<file path="src/rtl/mem_access_unit.sv">
// mem_access_unit: load/store unit between the M stage and a variable-latency
// req/ack data bus. Handles byte-lane alignment, byte enables, the bus
// handshake with a timeout abort, pipeline stall generation, and alignment
// plus sign/zero extension of load data, which is registered for the W stage.
// Optional feature macro: MAU_MISALIGN_TRAP_EN traps misaligned half/word
// requests without touching the bus.
module mem_access_unit #(
  parameter int unsigned TIMEOUT_CYCLES = 15
) (
  input  logic        clk,
  input  logic        reset_x,
  input  logic        Mi_memRead,
  input  logic        Mi_memWrite,
  input  logic [1:0]  Mi_memSize,
  input  logic        Mi_isLoadSigned,
  input  logic [31:0] Mi_addr,
  input  logic [31:0] Mi_writeData,
  output logic        Mo_stall,
  output logic [31:0] Wo_loadData,
  output logic        Wo_loadValid,
  output logic        o_busError,
  output logic        o_misalign,
  output logic        bus_req,
  output logic        bus_we,
  output logic [31:0] bus_addr,
  output logic [3:0]  bus_be,
  output logic [31:0] bus_wdata,
  input  logic        bus_ack,
  input  logic [31:0] bus_rdata
);

  typedef enum logic [0:0] {IDLE, BUSY} state_t;

  localparam logic [7:0] TO_LAST = 8'(TIMEOUT_CYCLES - 1);

  state_t      r_state, w_next;
  logic        r_req, r_we, r_signed, r_loadValid, r_busError;
  logic [1:0]  r_size, r_lane;
  logic [31:0] r_addr, r_wdata, r_loadData;
  logic [3:0]  r_be;
  logic [7:0]  r_cnt;

  logic        w_req, w_misalign, w_start, w_toHit;
  logic [3:0]  w_be;
  logic [31:0] w_wdata, w_ext;
  logic [7:0]  w_byte;
  logic [15:0] w_half;

  assign w_req = Mi_memRead | Mi_memWrite;

`ifdef MAU_MISALIGN_TRAP_EN
  logic r_misalign;
  assign w_misalign = ((Mi_memSize == 2'b01) && Mi_addr[0]) ||
                      (Mi_memSize[1] && (Mi_addr[1:0] != 2'b00));
  assign o_misalign = r_misalign;
`else
  assign w_misalign = 1'b0;
  assign o_misalign = 1'b0;
`endif

  assign w_start = (r_state == IDLE) && w_req && !w_misalign;
  // Last permitted BUSY cycle without ack; an ack in that same cycle still wins.
  assign w_toHit = (r_state == BUSY) && !bus_ack && (r_cnt == TO_LAST);

  assign Mo_stall = w_start || ((r_state == BUSY) && !bus_ack && !w_toHit);

  // Store-side lane placement and byte enables from the live M-stage request.
  always_comb begin
    w_be    = 4'b1111;
    w_wdata = Mi_writeData;
    case (Mi_memSize)
      2'b00: begin
        w_be    = 4'b0001 << Mi_addr[1:0];
        w_wdata = {4{Mi_writeData[7:0]}};
      end
      2'b01: begin
        w_be    = Mi_addr[1] ? 4'b1100 : 4'b0011;
        w_wdata = {2{Mi_writeData[15:0]}};
      end
      default: begin
        w_be    = 4'b1111;
        w_wdata = Mi_writeData;
      end
    endcase
  end

  // Load-side lane extraction and extension using the latched access attributes.
  always_comb begin
    w_byte = bus_rdata[{r_lane, 3'b000} +: 8];
    w_half = bus_rdata[{r_lane[1], 4'b0000} +: 16];
    case (r_size)
      2'b00:   w_ext = {{24{r_signed & w_byte[7]}}, w_byte};
      2'b01:   w_ext = {{16{r_signed & w_half[15]}}, w_half};
      default: w_ext = bus_rdata;
    endcase
  end

  // Next-state logic for the IDLE/BUSY handshake.
  always_comb begin
    w_next = r_state;
    case (r_state)
      IDLE:    if (w_start) w_next = BUSY;
      BUSY:    if (bus_ack || w_toHit) w_next = IDLE;
      default: w_next = IDLE;
    endcase
  end

  // State register.
  always_ff @(posedge clk or negedge reset_x) begin
    if (!reset_x) r_state <= IDLE;
    else          r_state <= w_next;
  end

  // Bus-side latches, timeout counter, and the registered W-stage results/pulses.
  always_ff @(posedge clk or negedge reset_x) begin
    if (!reset_x) begin
      r_req       <= 1'b0;
      r_we        <= 1'b0;
      r_addr      <= '0;
      r_be        <= '0;
      r_wdata     <= '0;
      r_size      <= '0;
      r_lane      <= '0;
      r_signed    <= 1'b0;
      r_cnt       <= '0;
      r_loadData  <= '0;
      r_loadValid <= 1'b0;
      r_busError  <= 1'b0;
`ifdef MAU_MISALIGN_TRAP_EN
      r_misalign  <= 1'b0;
`endif
    end else begin
      r_loadValid <= 1'b0;
      r_busError  <= 1'b0;
`ifdef MAU_MISALIGN_TRAP_EN
      r_misalign  <= 1'b0;
`endif
      case (r_state)
        IDLE: begin
          if (w_start) begin
            r_req    <= 1'b1;
            r_we     <= Mi_memWrite;
            r_addr   <= {Mi_addr[31:2], 2'b00};
            r_be     <= w_be;
            r_wdata  <= w_wdata;
            r_size   <= Mi_memSize;
            r_lane   <= Mi_addr[1:0];
            r_signed <= Mi_isLoadSigned;
            r_cnt    <= '0;
          end
`ifdef MAU_MISALIGN_TRAP_EN
          else if (w_req && w_misalign) begin
            r_misalign <= 1'b1;
            if (!Mi_memWrite) begin
              r_loadValid <= 1'b1;
              r_loadData  <= '0;
            end
          end
`endif
        end
        BUSY: begin
          if (bus_ack) begin
            r_req <= 1'b0;
            if (!r_we) begin
              r_loadValid <= 1'b1;
              r_loadData  <= w_ext;
            end
          end else if (w_toHit) begin
            r_req      <= 1'b0;
            r_busError <= 1'b1;
            if (!r_we) begin
              r_loadValid <= 1'b1;
              r_loadData  <= '0;
            end
          end else begin
            r_cnt <= r_cnt + 8'd1;
          end
        end
        default: r_req <= 1'b0;
      endcase
    end
  end

  assign bus_req      = r_req;
  assign bus_we       = r_we;
  assign bus_addr     = r_addr;
  assign bus_be       = r_be;
  assign bus_wdata    = r_wdata;
  assign Wo_loadData  = r_loadData;
  assign Wo_loadValid = r_loadValid;
  assign o_busError   = r_busError;

endmodule

</file>
<file path="config.mk">
export PLATFORM = sky130hd
export DESIGN_NAME = mem_access_unit
export DESIGN_NICKNAME = d
export VERILOG_FILES = /design/src/rtl/mem_access_unit.sv
export SDC_FILE = /design/constraint.sdc
export NUM_CORES = 1
export LEC_CHECK = 0
export CAP_MARGIN = 20
export CORE_MARGIN = 2
export CORE_UTILIZATION = 46
export CTS_CLUSTER_SIZE = 20
export DETAILED_ROUTE_END_ITERATION = 7
export PLACE_DENSITY = 0.9
export SLEW_MARGIN = 25
export SYNTH_ARGS = -nofsm -noshare
export SYNTH_HDL_FRONTEND = slang
export SYNTH_SLANG_ARGS = --single-unit
</file>
<file path="constraint.sdc">
create_clock -name clk -period 4.9 [get_ports clk]
set_input_delay 0.98 -clock clk [delete_from_list [all_inputs] [get_ports clk]]
set_output_delay 0.98 -clock clk [all_outputs]
set_load 0.05 [all_outputs]
</file>
==> key figures <==
Run status
  – Result of the run: finished, final reports clean

Die
  – Site Rows: 39
  – Initial core utilization: a little under half
  – Ports: 210
  – Overall die area: 12,400 um^2
  – Chip width: 112 um
  – Chip Height: approximately 110 um
  – Area of the core: 11,400 um^2

Placement
  – Placer congestion estimate: between 0.9 and 1
  – Final HPWL from detailed placement: between 10,000 and 15,000 um
  – Number of port buffers: 206

Detailed routing
  – DR DRC count: 0
  – Drt wl/cell: 17.4 um
  – Drt via density: about 5.4
  – Antenna violation net count after detailed routing: 0
  – Number of iterations in the first detailed-routing pass: 5
  – Initial DRC count: approximately 280
  – Via count of the routed design: 4,868
  – Total Wirelength: around 16,000 um

Timing
  – Number of setup violations in the final report: 0
  – Slew Limit Headroom: 34.2%
  – Final hold viol count: 0
  – Slew at the pin closest to its max-slew limit: approximately 0.98 ns
  – Clock period minus worst slack: 3.83 ns
  – Largest clock skew in the final design: 0.00408 ns
  – Total negative slack: 0 ns
  – Final worst path period share: between 70% and 80%
  – Number of pins with negative max-slew slack in the final report: 0
  – Maximum clock frequency: 261 MHz
  – RSZ-0062 raised after global routing: no

Global routing
  – Wire length of the first global-routing pass: around 25,000 um
  – Total congestion overflow: 0
  – Tot GR Track Use: about a quarter
  – Antenna violations before repair: 0
  – Largest net degree at the start of global routing: slightly above 100
  – Vias in the first global route: a little under 5,000

CTS
  – Post-CTS Repair Setup Buffers: 0
  – CTS Buf Count: 17
  – Clock input transition at the sequential cells of the worst setup and hold paths: ~0.050 ns
  – Clock tree from TritonCTS: yes
  – CTS H-tree depth: 4
  – Root buffer selected by CTS: sky130_fd_sc_hd__clkbuf_16
  – Latest clock arrival within the worst-skew pair: 0.41 ns
  – Clock sink count: roughly 120
  – Worst-case clock buffer depth: 2
  – Number of hold buffers added after cts: 0
  – Resize count post-CTS: 0

Critical path
  – Depth of the worst register-to-register path: 4
  – Largest fanout on the critical path: 8
  – Capturing element of the worst setup path: Mo_stall
  – Setup slack of the most critical reg-to-reg path: around 2.5 ns
  – Data arrival time of the worst path: 2.85 ns
  – Endpoint class of the critical path: primary output
  – Worst R2R End: Wo_loadData[8]
  – Startpoint class of the critical path: primary input
  – Worst setup path startpoint: bus_ack
  – Reg-to-Reg Start: r_lane[1]
  – Worst path required time: 3.92 ns
  – Kind of critical path: primary input to primary output

Power
  – Static power due to leakage: between 3 and 4 nW
  – Power density cells: 673 nW/um^2
  – Worst vdd ir: 0.457 mV

Synthesis
  – Async set-or-reset flop fraction in the synthesized netlist: between 90% and 100%
  – Count of flip-flops with a built-in enable after synthesis: 0
  – Cell types occupying the most area after synthesis: sky130_fd_sc_hd__dfrtp_1 55%, sky130_fd_sc_hd__nand2_1 12%, sky130_fd_sc_hd__mux2i_1 6.4%
  – Gate count of the mapped netlist: 544
  – Count of unique library cells instantiated by Yosys: 43
  – Flip-flop and latch count after synthesis: between 100 and 150
  – Synthesis warning total: 0
  – Main synth FF type: sky130_fd_sc_hd__dfrtp_1
  – Mean post-synth cell area: 9.78 um^2
  – Netlist area before placement: 5320 um^2
  – Top-area cell type share of the netlist area: between 50% and 60%
  – Largest area contributor in the synthesized netlist: sky130_fd_sc_hd__dfrtp_1
  – Sequential element share of the synthesized area: roughly 55%

Layout
  – Number of diodes: 0
  – Filler cell count: around 840
  – Layout cells sized above 1: under 10%
  – Utilization after layout: 70.6%
  – Layout Area Growth over Synthesis: 51.0%
  – Net count of the finished layout: approximately 850

Run
  – Max Cap Viol: 0

Hold path
  – Hold Crit Class: register to register
  – Hold-critical path depth: 2
  – Startpoint of the worst hold path: bus_be[1]
cells in the final DEF (no fill, tap or decap), types with 7 or more instances in the layout:
cell type / n
sky130_fd_sc_hd__a221o_2: 10
sky130_fd_sc_hd__clkbuf_16: 17
sky130_fd_sc_hd__dfrtp_1: 116
sky130_fd_sc_hd__inv_1: 7
sky130_fd_sc_hd__clkbuf_8: 7
sky130_fd_sc_hd__nand2_1: 164
sky130_fd_sc_hd__mux2i_1: 34
sky130_fd_sc_hd__o2bb2ai_1: 15
sky130_fd_sc_hd__clkdlybuf4s50_1: 205
sky130_fd_sc_hd__nand2b_1: 10
sky130_fd_sc_hd__nor2_1: 18
sky130_fd_sc_hd__a21oi_1: 22
sky130_fd_sc_hd__o21a_1: 7
sky130_fd_sc_hd__o21ai_0: 50
sky130_fd_sc_hd__mux2_2: 7
synth_stat cells (all sizes together) (2+ instances only):
cell type  count
dfrtp        116
o31ai          2
mux2i         34
ha             2
xor2           3
a21oi         22
inv            7
mux2           7
buf            9
or2            2
nand2        164
nand4          2
o21ai         51
a221o         16
and2           6
nor2          19
o2bb2ai       15
o21a           7
clkbuf        27
or3            4
nand3          3
nor3b          2
nand2b        10
state kept, by name (all words and copies together), names as in the netlist, 2 cells and up:
signal / flops
Wo_loadData: 32
r_lane: 2
r_size: 2
bus_wdata: 32
bus_be: 4
r_cnt: 8
bus_addr: 30
report_power, final:
group | switching (W) | leakage [nW] | internal (W)
combinational | 0.00178 | 1.91 | 0.000926
sequential | 0.000253 | 1.45 | 0.00131
clock | 0.000409 | 0.277 | 0.000738
through the flow:
step / instances / setup slack [ns] / power, W / hold WS (ns) / cell area [um^2]
floorplan: 546 / 1.79 / 0.00327 / 0.474 / 5330
global placement: 864 / 1.15 / 0.00417 / 0.457 / 7450
detailed placement: 864 / 1.09 / 0.00425 / 0.465 / 7450
CTS: 896 / 1.08 / 0.00542 / 0.477 / 8000
global route: 897 / 1.03 / 0.00564 / 0.491 / 8030
finish: 897 / 1.07 / 0.00541 / 0.472 / 8030
layer usage:
metal / track usage (%) / up-vias / wire [um]
met2: 41.4 / 243 / 7670
met5: 0 / - / 0
met1: 30.4 / 2343 / 6300
met3: 7.95 / 35 / 1210
li1: - / 2247 / -
met4: 11.6 / 0 / 442
layout make-up:
cell class / count / area [um^2] / share of cell area (%)
Clock buffer: 29 / 541 / 6.73
Clock inverter: 3 / 15.0 / 0.187
Inverter: 8 / 30.0 / 0.374
Multi-Input combinational cell: 386 / 2240 / 27.9
Sequential cell: 116 / 2900 / 36.1
Tap cell: 143 / 179 / 2.23
Timing Repair Buffer: 212 / 2120 / 26.5
worst min-delay path by stage:
stage | end | slack [ns]
after global routing | bus_be[1] | 0.49
after CTS | bus_be[1] | 0.48
after floorplan | r_cnt[3] | 0.47
after detailed placement | bus_be[1] | 0.47
final | bus_be[1] | 0.47
after global placement | bus_addr[6] | 0.46
worst max-delay path, stage by stage:
cell	delay, ns
sky130_fd_sc_hd__clkdlybuf4s50_1	0.49
sky130_fd_sc_hd__nand2b_1	0.22
sky130_fd_sc_hd__a21o_1	0.25
sky130_fd_sc_hd__nand2_1	0.10
sky130_fd_sc_hd__clkdlybuf4s50_1	0.81
kinds of logic (layout without fill, tap and decap cells):
| group | Yosys count | count (layout) | share of synthesized area (%) |
|---|---|---|---|
| AND/OR/NAND/NOR | 218 | 218 | 17.5 |
| XOR/XNOR | 3 | 3 | 0.494 |
| buffers and inverters | 44 | 252 | 3.83 |
| other | 1 | 3 | 0.0705 |
| adder cells (fa/ha/maj) | 2 | 2 | 0.470 |
| AO/OA/AOI/OAI | 119 | 119 | 15.2 |
| multiplexers | 41 | 41 | 7.88 |
| flip-flops | 116 | 116 | 54.6 |
No activity file was read; power rests on OpenSTA's default activity.
